## src/rtl/ps2_scan_receiver.sv

```systemverilog
// rtl/ps2_scan_receiver.sv - PS/2 device-to-host receiver with scan-code FIFO; optional PS2_PARITY_CHECK_EN
module ps2_scan_receiver #(
  parameter int FILTER_LEN     = 8,
  parameter int TIMEOUT_CYCLES = 50000,  // must be at least 2
  parameter int FIFO_AW        = 3
) (
  input  logic       clk,
  input  logic       reset,
  input  logic       ps2_clk_i,
  input  logic       ps2_data_i,
  output logic [7:0] rx_scan_code,
  output logic       rx_data_ready,
  input  logic       rx_read,
  output logic       rx_overflow,
  output logic       rx_frame_err
);

  localparam int FCW   = $clog2(FILTER_LEN + 1);
  localparam int TCW   = $clog2(TIMEOUT_CYCLES + 1);
  localparam int DEPTH = 1 << FIFO_AW;

  logic             clk_s1_q, clk_s1_d, clk_s2_q, clk_s2_d;
  logic             dat_s1_q, dat_s1_d, dat_s2_q, dat_s2_d;
  logic [FCW-1:0]   clk_fcnt_q, clk_fcnt_d, dat_fcnt_q, dat_fcnt_d;
  logic             clk_filt_q, clk_filt_d, dat_filt_q, dat_filt_d;
  logic             clk_prev_q, clk_prev_d;
  logic [3:0]       bit_cnt_q, bit_cnt_d;
  logic [8:0]       shift_q, shift_d;
  logic [TCW-1:0]   to_cnt_q, to_cnt_d;
  logic             err_q, err_d;
  logic [FIFO_AW-1:0] wr_ptr_q, wr_ptr_d, rd_ptr_q, rd_ptr_d;
  logic [FIFO_AW:0] count_q, count_d;
  logic             ovf_q, ovf_d;
  logic [7:0]       scan_q, scan_d;
  logic [7:0]       mem_q [DEPTH];

  logic fall, frame_ok, push, pop, full, wr_en;

  // Synchronise both raw lines and debounce them with saturating run counters
  always_comb begin
    clk_s1_d   = ps2_clk_i;
    clk_s2_d   = clk_s1_q;
    dat_s1_d   = ps2_data_i;
    dat_s2_d   = dat_s1_q;
    clk_fcnt_d = '0;
    clk_filt_d = clk_filt_q;
    dat_fcnt_d = '0;
    dat_filt_d = dat_filt_q;
    if (clk_s2_q != clk_filt_q) begin
      if (clk_fcnt_q == FCW'(FILTER_LEN - 1)) clk_filt_d = clk_s2_q;
      else                                    clk_fcnt_d = clk_fcnt_q + FCW'(1);
    end
    if (dat_s2_q != dat_filt_q) begin
      if (dat_fcnt_q == FCW'(FILTER_LEN - 1)) dat_filt_d = dat_s2_q;
      else                                    dat_fcnt_d = dat_fcnt_q + FCW'(1);
    end
  end

  // Frame deserialiser, frame check and inter-edge timeout
  always_comb begin
    fall       = clk_prev_q & ~clk_filt_q;
    clk_prev_d = clk_filt_q;
`ifdef PS2_PARITY_CHECK_EN
    frame_ok   = dat_filt_q & (^shift_q);
`else
    frame_ok   = dat_filt_q;
`endif
    bit_cnt_d  = bit_cnt_q;
    shift_d    = shift_q;
    to_cnt_d   = '0;
    push       = 1'b0;
    err_d      = 1'b0;
    if (fall) begin
      // Counter restarts at 1 so that it equals the cycles elapsed since this edge
      to_cnt_d = TCW'(1);
      if (bit_cnt_q == 4'd0) begin
        if (!dat_filt_q) bit_cnt_d = 4'd1;
      end else if (bit_cnt_q == 4'd10) begin
        bit_cnt_d = 4'd0;
        if (frame_ok) push  = 1'b1;
        else          err_d = 1'b1;
      end else begin
        shift_d   = {dat_filt_q, shift_q[8:1]};
        bit_cnt_d = bit_cnt_q + 4'd1;
      end
    end else if (bit_cnt_q != 4'd0) begin
      if (to_cnt_q == TCW'(TIMEOUT_CYCLES - 1)) begin
        bit_cnt_d = 4'd0;
        err_d     = 1'b1;
      end else begin
        to_cnt_d  = to_cnt_q + TCW'(1);
      end
    end
  end

  // FIFO pointers, occupancy, sticky overflow and the registered pop output
  always_comb begin
    pop      = rx_read && (count_q != '0);
    full     = (count_q == (FIFO_AW + 1)'(DEPTH));
    wr_en    = push && (!full || pop);
    ovf_d    = ovf_q | (push && full && !pop);
    wr_ptr_d = wr_ptr_q + (wr_en ? FIFO_AW'(1) : FIFO_AW'(0));
    rd_ptr_d = rd_ptr_q + (pop ? FIFO_AW'(1) : FIFO_AW'(0));
    count_d  = count_q;
    if (wr_en && !pop)      count_d = count_q + (FIFO_AW + 1)'(1);
    else if (pop && !wr_en) count_d = count_q - (FIFO_AW + 1)'(1);
    scan_d   = pop ? mem_q[rd_ptr_q] : scan_q;
  end

  // State registers; synchronisers and filters idle at the line-high level
  always_ff @(posedge clk) begin
    if (reset) begin
      clk_s1_q   <= 1'b1;
      clk_s2_q   <= 1'b1;
      dat_s1_q   <= 1'b1;
      dat_s2_q   <= 1'b1;
      clk_fcnt_q <= '0;
      dat_fcnt_q <= '0;
      clk_filt_q <= 1'b1;
      dat_filt_q <= 1'b1;
      clk_prev_q <= 1'b1;
      bit_cnt_q  <= '0;
      shift_q    <= '0;
      to_cnt_q   <= '0;
      err_q      <= 1'b0;
      wr_ptr_q   <= '0;
      rd_ptr_q   <= '0;
      count_q    <= '0;
      ovf_q      <= 1'b0;
      scan_q     <= '0;
    end else begin
      clk_s1_q   <= clk_s1_d;
      clk_s2_q   <= clk_s2_d;
      dat_s1_q   <= dat_s1_d;
      dat_s2_q   <= dat_s2_d;
      clk_fcnt_q <= clk_fcnt_d;
      dat_fcnt_q <= dat_fcnt_d;
      clk_filt_q <= clk_filt_d;
      dat_filt_q <= dat_filt_d;
      clk_prev_q <= clk_prev_d;
      bit_cnt_q  <= bit_cnt_d;
      shift_q    <= shift_d;
      to_cnt_q   <= to_cnt_d;
      err_q      <= err_d;
      wr_ptr_q   <= wr_ptr_d;
      rd_ptr_q   <= rd_ptr_d;
      count_q    <= count_d;
      ovf_q      <= ovf_d;
      scan_q     <= scan_d;
    end
  end

  // FIFO storage has no reset; contents are only meaningful below count_q
  always_ff @(posedge clk) begin
    if (wr_en) mem_q[wr_ptr_q] <= shift_q[7:0];
  end

  assign rx_scan_code  = scan_q;
  assign rx_data_ready = (count_q != '0);
  assign rx_overflow   = ovf_q;
  assign rx_frame_err  = err_q;

endmodule

```

## config.mk

```make
export PLATFORM = sky130hd
export DESIGN_NAME = ps2_scan_receiver
export DESIGN_NICKNAME = d
export VERILOG_FILES = /design/src/rtl/ps2_scan_receiver.sv
export SDC_FILE = /design/constraint.sdc
export NUM_CORES = 1
export LEC_CHECK = 0
export CORE_UTILIZATION = 30
export CTS_BUF_LIST = sky130_fd_sc_hd__clkbuf_8
export DETAILED_ROUTE_END_ITERATION = 7
export GPL_TIMING_DRIVEN = 1
export PLACE_DENSITY_LB_ADDON = 0.25
export SETUP_SLACK_MARGIN = 0.15
export SLEW_MARGIN = 20
export SYNTH_ARGS = -nofsm -noshare
export SYNTH_HDL_FRONTEND = slang
export SYNTH_SLANG_ARGS = --single-unit
```

## constraint.sdc

```tcl
create_clock -name clk -period 2.8 [get_ports clk]
set_clock_uncertainty 0.15 [all_clocks]
set_input_delay 0.56 -clock clk [delete_from_list [all_inputs] [get_ports clk]]
set_output_delay 0.56 -clock clk [all_outputs]
set_load 0.005 [all_outputs]
```

==> impl_summary.txt <==
----------------------------------------------------
[Outcome]
  Run status ... finished, final reports clean

[Cells and area]
  Signed area change from the synthesized netlist to the final layout ... 20.5%
  Number of fillers in the final layout ... 1,614
  Final antenna diode count ... 0
  Number of nets in the layout ... 455
  Number of cells in the finished layout apart from fillers ... 669
  Area occupied by multi-input gates ... 1840 um2
  Post-layout util ... 0.370
  Final standard cell area without fillers ... 6130 um2
  Share of post-route cells with drive strength above 1 ... 0.194
  Register area ... 3210 um2

[Yosys]
  Biggest area contributors in the synthesized netlist ... sky130_fd_sc_hd__edfxtp_1 (38%), sky130_fd_sc_hd__dfxtp_1 (25%), sky130_fd_sc_hd__mux4_2 (7.1%)
  Syn Nets ... 416
  Most frequent cells after synthesis ... sky130_fd_sc_hd__dfxtp_1 (64), sky130_fd_sc_hd__edfxtp_1 (64), sky130_fd_sc_hd__nor2_1 (49), sky130_fd_sc_hd__nand2_1 (26), sky130_fd_sc_hd__xnor2_1 (19)
  Portion of synthesized cell area occupied by the leading cell type ... 0.377
  Primary flip-flop cell chosen by synthesis mapping ... sky130_fd_sc_hd__edfxtp_1
  Cell Area, Synth ... 5090 um2
  Share of synthesized flip-flops with an asynchronous set or reset ... 0
  Mean area per synthesized cell ... 12.8 um2
  Number of warning messages in the yosys log ... 0
  Sequential area share after synthesis ... 0.629
  Number of synthesized flops with an enable pin ... 64
  Yosys cell types ... 44
  Post-synthesis instance total ... 397
  Dominant cell type by area after synthesis ... sky130_fd_sc_hd__edfxtp_1
  Synth Register Bits ... 128

[Setup path]
  Startpoint type of the worst setup path ... register
  Gate family responsible for the most delay along the worst path ... adder cells
  Combined buffer and inverter count along the critical path ... 2
  Critical Path Fanout Max ... 3
  Most frequent cell on the critical path ... sky130_fd_sc_hd__inv_2
  Startpoint-to-endpoint class of the critical path ... register to register
  WP data arrival ... 2760 ps
  Required time reported for the critical path endpoint ... 2980 ps
  Biggest cell delay along the critical path ... 340 ps
  CP Capture Type ... register
  Sequence of cells on the critical path ... inv_2, ha_1, and3b_2, and3_4, and2_4, ha_2, inv_2, ha_4, a21oi_4, a211oi_2, a31oi_2, mux2_2
  Critical Path Slowest Stage Cell ... sky130_fd_sc_hd__dfxtp_2

[Place]
  Post-Place Setup Slack ... -100 ps
  Number of cells in the design after placement ... 635
  RD Place Congestion ... 0.708
  Number of buffer cells added on primary ports ... 15
  Post-place instance area ... 5600 um2
  Post-DP HPWL ... 6020 um

[CTS]
  Clock insertion delay at the later pin of the skew report ... 430 ps
  Clock-pin slew on the worst setup and hold paths ... 70 ps
  Clock Tree Buf Depth ... 2
  CTS root buf ... sky130_fd_sc_hd__clkbuf_8
  Clock tree from TritonCTS ... built
  Level count of the clock H-tree ... 4
  Number of buffers created by CTS ... 17
  Clk sinks ... 128

[STA]
  Final slew viol count ... 0
  Setup TNS ... 0 ps
  Worst-case hold slack ... 262 ps
  Unrepaired setup endpoints after global routing ... no
  Number of endpoints failing setup at the final stage ... 0
  Worst slew slack as a fraction of its limit ... 0.567
  Peak Freq ... 0.387 GHz
  Tmin final ... 2590 ps
  Period utilisation layout ... 0.924
  Worst Setup Slack, final ... 213 ps
  Transition time at the pin with the least slew margin ... 645 ps
  Hold Fails Final Rpt ... 0

[Global routing]
  GRT overflow ... 0
  Wire length of the first global-routing pass ... 15,400 um
  M3 GR Usage ... 0.0338
  Number of antenna violations at the first check in global routing ... 0
  Number of global-route vias before repair ... 3,082
  Global Route met1 Usage ... 0.133
  Most congested layer reported by global routing ... met2
  Pin count of the biggest net entering global routing ... 30
  Global-route usage over all layers ... 0.113
  Routing usage on met2 ... 0.187

[Pwr]
  Leakage power figure ... 2.05 nW
  Worst supply voltage drop on vdd ... 0.346 mV
  Cell area power density ... 709 nW/um2
  Final Total Pwr ... 4.35 mW

[Die]
  Horizontal die dimension ... 132 um
  Die footprint ... 17,500 um2
  Die Ht ... 132 um
  Placeable Area ... 16,600 um2
  Starting density of the core ... 0.307
  Std cell rows ... 47
  Number of top-level design ports ... 16

[Drt]
  Post-detailed-route DRC marker count ... 0
  WL final ... 8780 um
  Starting DRC count in detailed routing ... 132
  Via Count ... 3,068
  Iteration count of the initial detailed-routing pass ... 5
  Average wire per cell in the routed design ... 13.1 um
  Remaining antenna violation count after routing ... 0
  Vias per cell ... 4.59

[Run]
  Max cap viols ... 0

[Hold path]
  Hold Crit Class ... register to register

----------------------------------------------------
flip-flops by register name, indices dropped and copies added (netlist names), 3 cells and up:
name,flops
bit_cnt_q,4
shift_q,9
rx_scan_code,8
mem_q,64
clk_fcnt_q,4
wr_ptr_q,3
rd_ptr_q,3
count_q,4
dat_fcnt_q,4
to_cnt_q,16
cell usage in the layout (no fill, tap or decap), drive strengths merged, types with 2 or more instances in the layout:
cell and count:
edfxtp 64, dfxtp 64, nor2 49, nand2 26, buf 22, xnor2 19
nor3 17, clkbuf 17, mux4 16, clkdlybuf4s50 14, nand3 14, a21oi 14
ha 13, inv 11, o22ai 8, nand2b 7, bufinv 7, nor2b 6
nand3b 6, mux2i 5, xor2 5, or2 5, and3 5, nor4 5
nand4 4, a31oi 3, clkinv 3, o211ai 2, or3 2, clkinvlp 2
layout make-up:
class                      instances  area share
multi-input combinational        245       0.299
sequential                       128       0.523
clock buffer                      17      0.0381
clock inverter                    15      0.0408
tap                              220      0.0449
timing repair buffer              36      0.0494
inverter                           8     0.00489
logic make-up (layout without fill, tap and decap cells):
group,Yosys count,in the layout,share of synthesized area
flip-flops,128,128,0.629
adder cells (fa/ha/maj),14,14,0.0359
multiplexers,22,22,0.0828
buffers and inverters,24,76,0.0204
AO/OA/AOI/OAI,33,33,0.0396
XOR/XNOR,24,24,0.0413
AND/OR/NAND/NOR,152,152,0.151
layer usage:
metal	vias up	wire [um]
met5	-	0
met4	0	164
met3	17	239
met2	49	4290
met1	1480	4090
li1	1522	-
power breakdown:
part           leakage, nW  total, mW  internal, mW  switching [mW]
Sequential            1.11       2.02          1.99          0.0329
Clock                0.247       1.90          1.22           0.681
Combinational        0.693      0.426         0.230           0.196
Total                 2.05       4.35          3.44           0.910
path summary, 6_finish.rpt:
| path | startpoint | to | slack (ps) | cells after the start |
|---|---|---|---|---|
| worst max-delay path | bit_cnt_q[0]$_SDFFE_PP0P_ | count_q[3]$_SDFFE_PP0P_ | 210 | 12 |
| worst max register to register | bit_cnt_q[0]$_SDFFE_PP0P_ | count_q[3]$_SDFFE_PP0P_ | 210 | 12 |
| worst min-delay path | clk_s1_q$_SDFF_PP1_ | clk_s2_q$_SDFF_PP1_ | 260 | 1 |
| worst min register to register | clk_s1_q$_SDFF_PP1_ | clk_s2_q$_SDFF_PP1_ | 260 | 1 |
timing repair:
item,in CTS,in global routing
hold buffers,0,0
setup endpoints to repair,1,2
setup buffers,1,1
hold endpoints to repair,0,0
resized for setup,4,8
No activity file was read; power rests on OpenSTA's default activity.
